## src/rtl/seq_nonrestoring_divider.sv

```systemverilog
// Multi-cycle non-restoring integer divider with start/busy/done handshake.
// Resolves BPC quotient bits per clock; signed mode truncates toward zero (C semantics).
module seq_nonrestoring_divider #(
  parameter int WIDTH  = 32,
  parameter int SIGNED = 1,
  parameter int BPC    = 1
) (
  input  logic             clock,
  input  logic             reset,
  input  logic             start,
  input  logic [WIDTH-1:0] dividend,
  input  logic [WIDTH-1:0] divisor,
  output logic             busy,
  output logic             done,
  output logic [WIDTH-1:0] quotient,
  output logic [WIDTH-1:0] remainder,
  output logic             div_by_zero
);

  localparam int N  = WIDTH / BPC;
  localparam int CW = $clog2(N + 1);

  typedef enum logic [2:0] {
    S_IDLE,
    S_LOAD,
    S_ITER,
    S_FIX,
    S_DONE
  } state_t;

  state_t r_state, w_next;

  logic [WIDTH-1:0]        r_dvd, r_dvs, r_q;
  logic signed [WIDTH:0]   r_a, r_m;
  logic                    r_sd, r_sq;
  logic [CW-1:0]           r_cnt;

  logic                    w_accept, w_sd, w_sv, w_dz;
  logic signed [WIDTH:0]   w_a;
  logic [WIDTH-1:0]        w_q, w_rmag, w_qres, w_rres;

  function automatic logic [WIDTH-1:0] cneg(input logic neg, input logic [WIDTH-1:0] v);
    return neg ? ({WIDTH{1'b0}} - v) : v;
  endfunction

  // One non-restoring step: add/subtract decided by the sign of A before the shift.
  function automatic logic [2*WIDTH:0] nr_step(input logic signed [WIDTH:0] a,
                                              input logic [WIDTH-1:0]     q,
                                              input logic signed [WIDTH:0] m);
    logic signed [WIDTH:0] sh, an;
    sh = {a[WIDTH-1:0], q[WIDTH-1]};
    an = a[WIDTH] ? (sh + m) : (sh - m);
    return {an, q[WIDTH-2:0], ~an[WIDTH]};
  endfunction

  assign w_accept = start && ((r_state == S_IDLE) || (r_state == S_DONE));

  assign w_sd = (SIGNED != 0) && r_dvd[WIDTH-1];
  assign w_sv = (SIGNED != 0) && r_dvs[WIDTH-1];

  always_comb begin
    w_a = r_a;
    w_q = r_q;
    for (int i = 0; i < BPC; i++) begin
      {w_a, w_q} = nr_step(w_a, w_q, r_m);
    end
  end

  // A zero divisor runs the normal schedule; results are overridden at FIX.
  assign w_dz   = (r_dvs == '0);
  assign w_rmag = r_a[WIDTH] ? (r_a[WIDTH-1:0] + r_m[WIDTH-1:0]) : r_a[WIDTH-1:0];
  assign w_qres = w_dz ? '1    : cneg(r_sq, r_q);
  assign w_rres = w_dz ? r_dvd : cneg(r_sd, w_rmag);

  always_comb begin
    w_next = r_state;
    case (r_state)
      S_IDLE:  if (start) w_next = S_LOAD;
      S_LOAD:  w_next = S_ITER;
      S_ITER:  if (r_cnt == '0) w_next = S_FIX;
      S_FIX:   w_next = S_DONE;
      S_DONE:  w_next = start ? S_LOAD : S_IDLE;
      default: w_next = S_IDLE;
    endcase
  end

  always_ff @(posedge clock) begin
    if (reset) begin
      r_state     <= S_IDLE;
      quotient    <= '0;
      remainder   <= '0;
      div_by_zero <= 1'b0;
    end else begin
      r_state <= w_next;
      if (r_state == S_FIX) begin
        quotient    <= w_qres;
        remainder   <= w_rres;
        div_by_zero <= w_dz;
      end
    end
  end

  always_ff @(posedge clock) begin
    if (w_accept) begin
      r_dvd <= dividend;
      r_dvs <= divisor;
    end
    case (r_state)
      S_LOAD: begin
        r_sd  <= w_sd;
        r_sq  <= w_sd ^ w_sv;
        r_a   <= '0;
        r_q   <= cneg(w_sd, r_dvd);
        r_m   <= {1'b0, cneg(w_sv, r_dvs)};
        r_cnt <= CW'(N - 1);
      end
      S_ITER: begin
        r_a   <= w_a;
        r_q   <= w_q;
        r_cnt <= r_cnt - CW'(1);
      end
      default: ;
    endcase
  end

  assign busy = (r_state == S_LOAD) || (r_state == S_ITER) || (r_state == S_FIX);
  assign done = (r_state == S_DONE);

endmodule
```

## config.mk

```make
export PLATFORM = sky130hd
export DESIGN_NAME = seq_nonrestoring_divider
export DESIGN_NICKNAME = d
export VERILOG_FILES = /design/src/rtl/seq_nonrestoring_divider.sv
export SDC_FILE = /design/constraint.sdc
export NUM_CORES = 1
export LEC_CHECK = 0
export ABC_AREA = 1
export CAP_MARGIN = 30
export CORE_UTILIZATION = 40
export CTS_BUF_LIST = sky130_fd_sc_hd__clkbuf_8
export DETAILED_ROUTE_END_ITERATION = 10
export PLACE_DENSITY_LB_ADDON = 0.05
export SYNTH_ARGS = -nofsm -noshare
export SYNTH_HDL_FRONTEND = slang
export SYNTH_SLANG_ARGS = --single-unit
```

## constraint.sdc

```tcl
create_clock -name clock -period 11.3 [get_ports clock]
set_input_delay 2.825 -clock clock [delete_from_list [all_inputs] [get_ports clock]]
set_output_delay 2.825 -clock clock [all_outputs]
set_load 0.01 [all_outputs]
```

== After elaboration in Yosys (flattened, before gate mapping) ==
Cells that the tools add are included.

* Eq/ne operators: 6
* Multiplexer cells: 15
* Reductions and logical operators: 9
* Bitwise logic cells: 2
* Add/subtract/negate cells: 8

{| class="wikitable"
|+ Operator list
! kind !! count
|-
| $mux 32 || 6
|-
| $sub 1x32->32 const A || 4
|-
| $pmux 33 s2 || 1
|-
| $pmux 32 s2 || 1
|-
| $add 33x33->33 || 1
|-
| $mux 33 || 1
|-
| $sub 33x33->33 || 1
|-
| $add 32x32->32 || 1
|-
| $logic_not 32->1 || 1
|-
| $mux 31 || 1
|-
| $pmux 3 s5 || 1
|-
| $pmux 6 s2 || 1
|-
| $eq 3x2->1 const B || 2
|-
| $logic_not 6->1 || 1
|-
| $mux 3 || 2
|-
| $sub 6x1->6 const B || 1
|-
| $ne 2x2->1 const B || 2
|-
| $eq 3x1->1 const B || 1
|-
| $eq 3x3->1 const B || 1
|-
| $logic_not 3->1 || 1
|-
| $logic_or 1x1->1 || 3
|-
| $reduce_and 2->1 || 1
|-
| $reduce_bool 2->1 || 1
|-
| $logic_and 1x1->1 || 1
|-
| 3 further kinds || 3
|}

* Logic and storage cells: 53
* Output and inout port bits: 67
* Flip-flop bits (word level): 237

== Longest topological paths before layout ==
* Word-level depth: 5
* Mapped depth: 27

== Least setup slack after synthesis ==
No wires, ideal clock.

* Path type: in2reg
* From: in start
* To: reg r_dvd[0], enable pin
* Path slack: 5.248 ns
* Buffers on the path: 0
* Required time: 10.812 ns
* Library setup time: 0.488 ns
* Data arrival time: 5.564 ns
* Stages on the path: 2
* Path through: inv_1 nor2_1

* Word-level cells in the longest chain between the ends: 1

{| class="wikitable"
|+ Ends and longest elaborated chain
! what !! line !! source
|-
| from (decl) || 10 || <nowiki>input logic start,</nowiki>
|-
| $logic_and 1x1->1 || 56 || <nowiki>assign w_accept = start && ((r_state == S_IDLE) || (r_state == S_DONE));</nowiki>
|-
| net w_accept || 38 || <nowiki>logic w_accept, w_sd, w_sv, w_dz;</nowiki>
|-
| to (signal assigned) || 105 || <nowiki>r_dvd <= dividend;</nowiki>
|-
| to (decl) || 33 || <nowiki>logic [WIDTH-1:0] r_dvd, r_dvs, r_q;</nowiki>
|}

The timed path passes the listed nets, and every way through them passes these cells.
A chain may end at the register's enable or synchronous reset.

== Final worst setup path ==
* From: reg r_state[0]
* To: out done

* Word-level cells in the longest chain between the ends: 1

{| class="wikitable"
|+ Ends and longest elaborated chain
! what !! line !! source
|-
| from (decl) || 31 || <nowiki>state_t r_state, w_next;</nowiki>
|-
| from (signal assigned) || 94 || <nowiki>r_state <= w_next;</nowiki>
|-
| $eq 3x3->1 || 127 || <nowiki>assign done = (r_state == S_DONE);</nowiki>
|-
| to (decl) || 14 || <nowiki>output logic done,</nowiki>
|}

No other way between the ends.

==> run summary <==
## Status
• **result of the run** finished, final reports clean

## Clocking
• **Root Driver** clkbuf_8
• **Num Clock Sinks** 237
• **number of clock buffers inserted by TritonCTS** 46
• **maximum level of the CTS H-tree** 2
• **postcts setup bufs** 0
• **Max Buffers Root-to-Sink** 3
• **Clock Pin Slew Worst Setup and Hold Paths** 0.06 ns
• **Skew-Pair Late Insertion Delay** 0.62 ns
• **clock tree from TritonCTS** yes
• **hold_buf cts** 0
• **number of instances resized during post-cts repair** 0

## Finish
• **fraction of layout instances using a drive strength above 1** 6.54%
• **area grow syn2layout** 17.2%
• **cell area after layout** 0.0195 mm²
• **number of fill cells** 4172
• **Nets** 2533
• **antenna fix cells** 0

## STA
• **final total negative setup slack** 0 ns
• **Tightest Pin Transition** 0.855 ns
• **Post-Route Hold Slack** 0.467 ns
• **f_max** 0.213 GHz
• **count of endpoints failing setup in the final report** 0
• **Max Clock Skew** 0.0375 ns
• **min cycle time layout** 4.69 ns
• **Final Cycle Share** 41.5%
• **unrepaired setup endpoints after global routing** false
• **final-report hold violation count** 0
• **Max-slew headroom** 42.4%
• **count of pins over their slew limit** 0

## Placement
• **weighted congestion at the end of routability-driven global placement** 0.943
• **placement-stage cell area** 0.0185 mm²
• **estimated wirelength of the detail-placed design** 42000 µm
• **count of buffers from port buffering** 133

## Logic synthesis
• **post-synth design cell area** 0.0166 mm²
• **Synth Net Count** 2396
• **number of warnings printed during yosys synthesis** 0
• **largest area contributor in the synthesized netlist** edfxtp_1
• **number of enable-type register cells in the synthesized netlist** 169
• **adder-cell share of the synthesized area** 5.44%
• **top cells by area in the synthesized netlist** edfxtp_1, nand2_1, dfxtp_1, inv_1, ha_1
• **Synth Register Bits** 237
• **main combinational cell family by area after synthesis** simple AND/OR/NAND/NOR gates
• **portion of the post-synthesis area used by sequential elements** 38.8%
• **simple-gate share of the synthesized area** 27.4%
• **most used flip-flop cell after synthesis** edfxtp_1
• **Avg Cell Area, Syn** 7.35 µm²
• **Gate Count Post-Synth** 2258
• **async set or reset register ratio after synthesis** 0%
• **Netlist cell types** 58
• **area share of the leading cell type in the synthesized netlist** 30.6%
• **Synth Area in XOR/XNOR** 6.60%
• **mux cell area share after synthesis** 0%
• **compound-cell area share of the yosys netlist** 13.0%

## Global routing
• **vias in the first global route** 14400
• **global routing usage summed across all routing layers** 25.4%
• **global-route wire length before repair** 81500 µm
• **initial antenna violation count** 1
• **maximum number of pins on one net before global-route repair** 72
• **overflow left after global routing** 0

## Hold path
• **Hold Crit Endpoint** div_by_zero
• **worst min-delay path class** flop to flop
• **number of stages on the worst hold path** 2
• **worst hold path startpoint** div_by_zero

## Job
• **MaxCap Viol Count** 0

## Worst setup path
• **delay-heaviest family, CP** buffers and inverters
• **WP buf/inv** 2
• **cell-by-cell listing of the critical path** nor2_1, inv_1, nor2_1, clkdlybuf4s50_1
• **FF-to-FF End** r_q[0]
• **Max Fanout on Critical Path** 4
• **Crit Reg-Reg Startpoint** r_m[1]
• **cell depth of the worst flop-to-flop path** 25
• **cell type of the slowest stage on the worst timing path** clkdlybuf4s50_1
• **worst endpoint required time** 8.48 ns
• **flop-to-flop setup slack** 6.65 ns
• **Critical path origin** r_state[0]
• **Critical Path AT** 1.87 ns
• **CP most frequent cell** nor2_1
• **sort of element at the start of the critical path** flop
• **capturing element type of the critical path** primary output
• **startpoint-to-endpoint class of the critical path** flop to primary output
• **largest stage delay on the critical path** 0.55 ns

## Floorplan
• **Die Wd** 206 µm
• **core footprint** 0.0408 mm²
• **I/O Pins** 134
• **Initial Utilization** 40.6%
• **Total Die Area** 0.0423 mm²
• **number of placement rows** 74
• **DIE HEIGHT** 206 µm

## Power
• **total net switching power** 1.89 mW
• **Switching Fraction** 45.1%
• **Worst IR Drop VDD** 0.000132 V
• **proportion of power drawn by flip-flops and latches** 31.6%
• **power share of the clock group** 21.3%
• **cell-internal power** 2.31 mW
• **power density over the cells** 216 mW/mm²
• **power share of the combinational group** 47.1%
• **leakage dissipation** 8.58 nW

## Detailed routing
• **antenna viol nets, final** 0
• **Avg WL per Cell** 17.9 µm
• **DRT Pass-1 Iters** 7
• **total wire length after detailed routing** 53100 µm
• **number of remaining DRC errors** 0
• **DRC violation total after the first TritonRoute iteration** 1204
• **DR vias** 15300
• **detailed-route vias per instance** 5.15

[placed cells by master, fill, tap and decap left out, types with 3 or more instances in the layout]
master           count
nand2_1            566
inv_1              318
nor2_1             216
edfxtp_1           169
nand3_1            151
a21oi_1            151
o21ai_0            140
clkdlybuf4s50_1    133
xor2_1              86
ha_1                69
dfxtp_1             68
clkbuf_8            53
xnor2_1             39
nor3_1              28
nand4_1             27
a31oi_1             24
or2_2               23
o21a_1              15
o211ai_1            13
buf_4               12
nor4_1              11
nor2_2              11
inv_2               11
nand2_2              9
o21bai_1             8
clkinv_1             7
clkinv_2             7
o21ai_1              5
nor3_2               4
o21ai_2              4
and2_1               4
nor2_4               4
o31ai_1              3
a21o_1               3
nand2_4              3
o221ai_1             3
nand3_2              3
bufinv_16            3
[final cells by class]
class | instances | area (µm²) | area share [%]
Timing Repair Buffer | 147 | 1480 | 7.59
Inverter | 317 | 1190 | 6.13
Sequential cell | 237 | 6440 | 33.1
Tap cell | 532 | 666 | 3.42
Clock buffer | 53 | 729 | 3.75
Multi-Input combinational cell | 1646 | 8730 | 44.9
Clock inverter | 33 | 226 | 1.16
[stage by stage]
stage / total power [mW] / setup WS (ns) / util, % / instances
floorplan: 2.72 / 5.25 / - / 2258
global placement: 3.29 / 6.38 / 45.2 / 2877
detailed placement: 3.31 / 6.34 / 45.2 / 2878
CTS: 4.23 / 6.54 / 47.6 / 2964
global route: 4.55 / 6.10 / 47.6 / 2965
finish: 4.20 / 6.61 / 47.6 / 2965
[power by group through the flow]
stage	Sequential [mW]	Combinational, mW	Clock, mW
3_3_place_gp	1.35	1.95	0
2_1_floorplan	1.27	1.45	0
5_1_grt	1.35	2.24	0.963
6_report	1.33	1.98	0.896
3_5_place_dp	1.35	1.96	0
4_1_cts	1.33	1.97	0.925
[routing by layer]
metal,global-route usage [%],routed length (µm)
met3,5.04,3660
met5,0,0
met2,37.5,22500
met1,36.8,25700
met4,8.02,1310
[Yosys cell counts, types with 8 or more instances]
cell type  instances
nand2_1          566
inv_1            305
nor2_1           219
edfxtp_1         169
a21oi_1          151
nand3_1          151
o21ai_0          140
xor2_1            86
ha_1              69
dfxtp_1           68
clkbuf_1          41
xnor2_1           39
nor3_1            28
nand4_1           27
a31oi_1           24
or2_2             23
o21a_1            15
o211ai_1          13
nor4_1            11
nor2_2            10
inv_2              9
nand2_2            9
buf_2              8
o21bai_1           8
[worst min-delay path: cells and delay by family, from the launching register on]
kind | cells | cell delay, ns
flops | 1 | 0.31
simple gates | 1 | 0.06
compound gates | 1 | 0.06
[state kept, by name, summed over array words and instances, names as in the netlist]
register     flops
div_by_zero      1
quotient        32
r_a             33
r_cnt            6
r_dvd           32
r_dvs           32
r_m             32
r_q             32
r_sd             1
r_sq             1
r_state          3
remainder       32
[cells by family after synthesis]
group | count (synthesis)
and+or+nand+nor | 1065
adders and majority gates | 71
xor gates and xnor gates | 125
AOI/OAI and AO/OA | 385
buffers and inverters | 375
DFF | 237
[how the worst max path moves through the flow]
stage,endpoint,slack (ns),cells after the start
2_1_floorplan,r_dvd[0],5.25,2
3_3_place_gp,r_dvd[20],6.38,4
3_5_place_dp,r_dvd[25],6.34,4
4_1_cts,done,6.54,4
5_1_grt,r_q[0],6.10,26
6_report,done,6.61,4
Power figures use the tool's default switching activity.
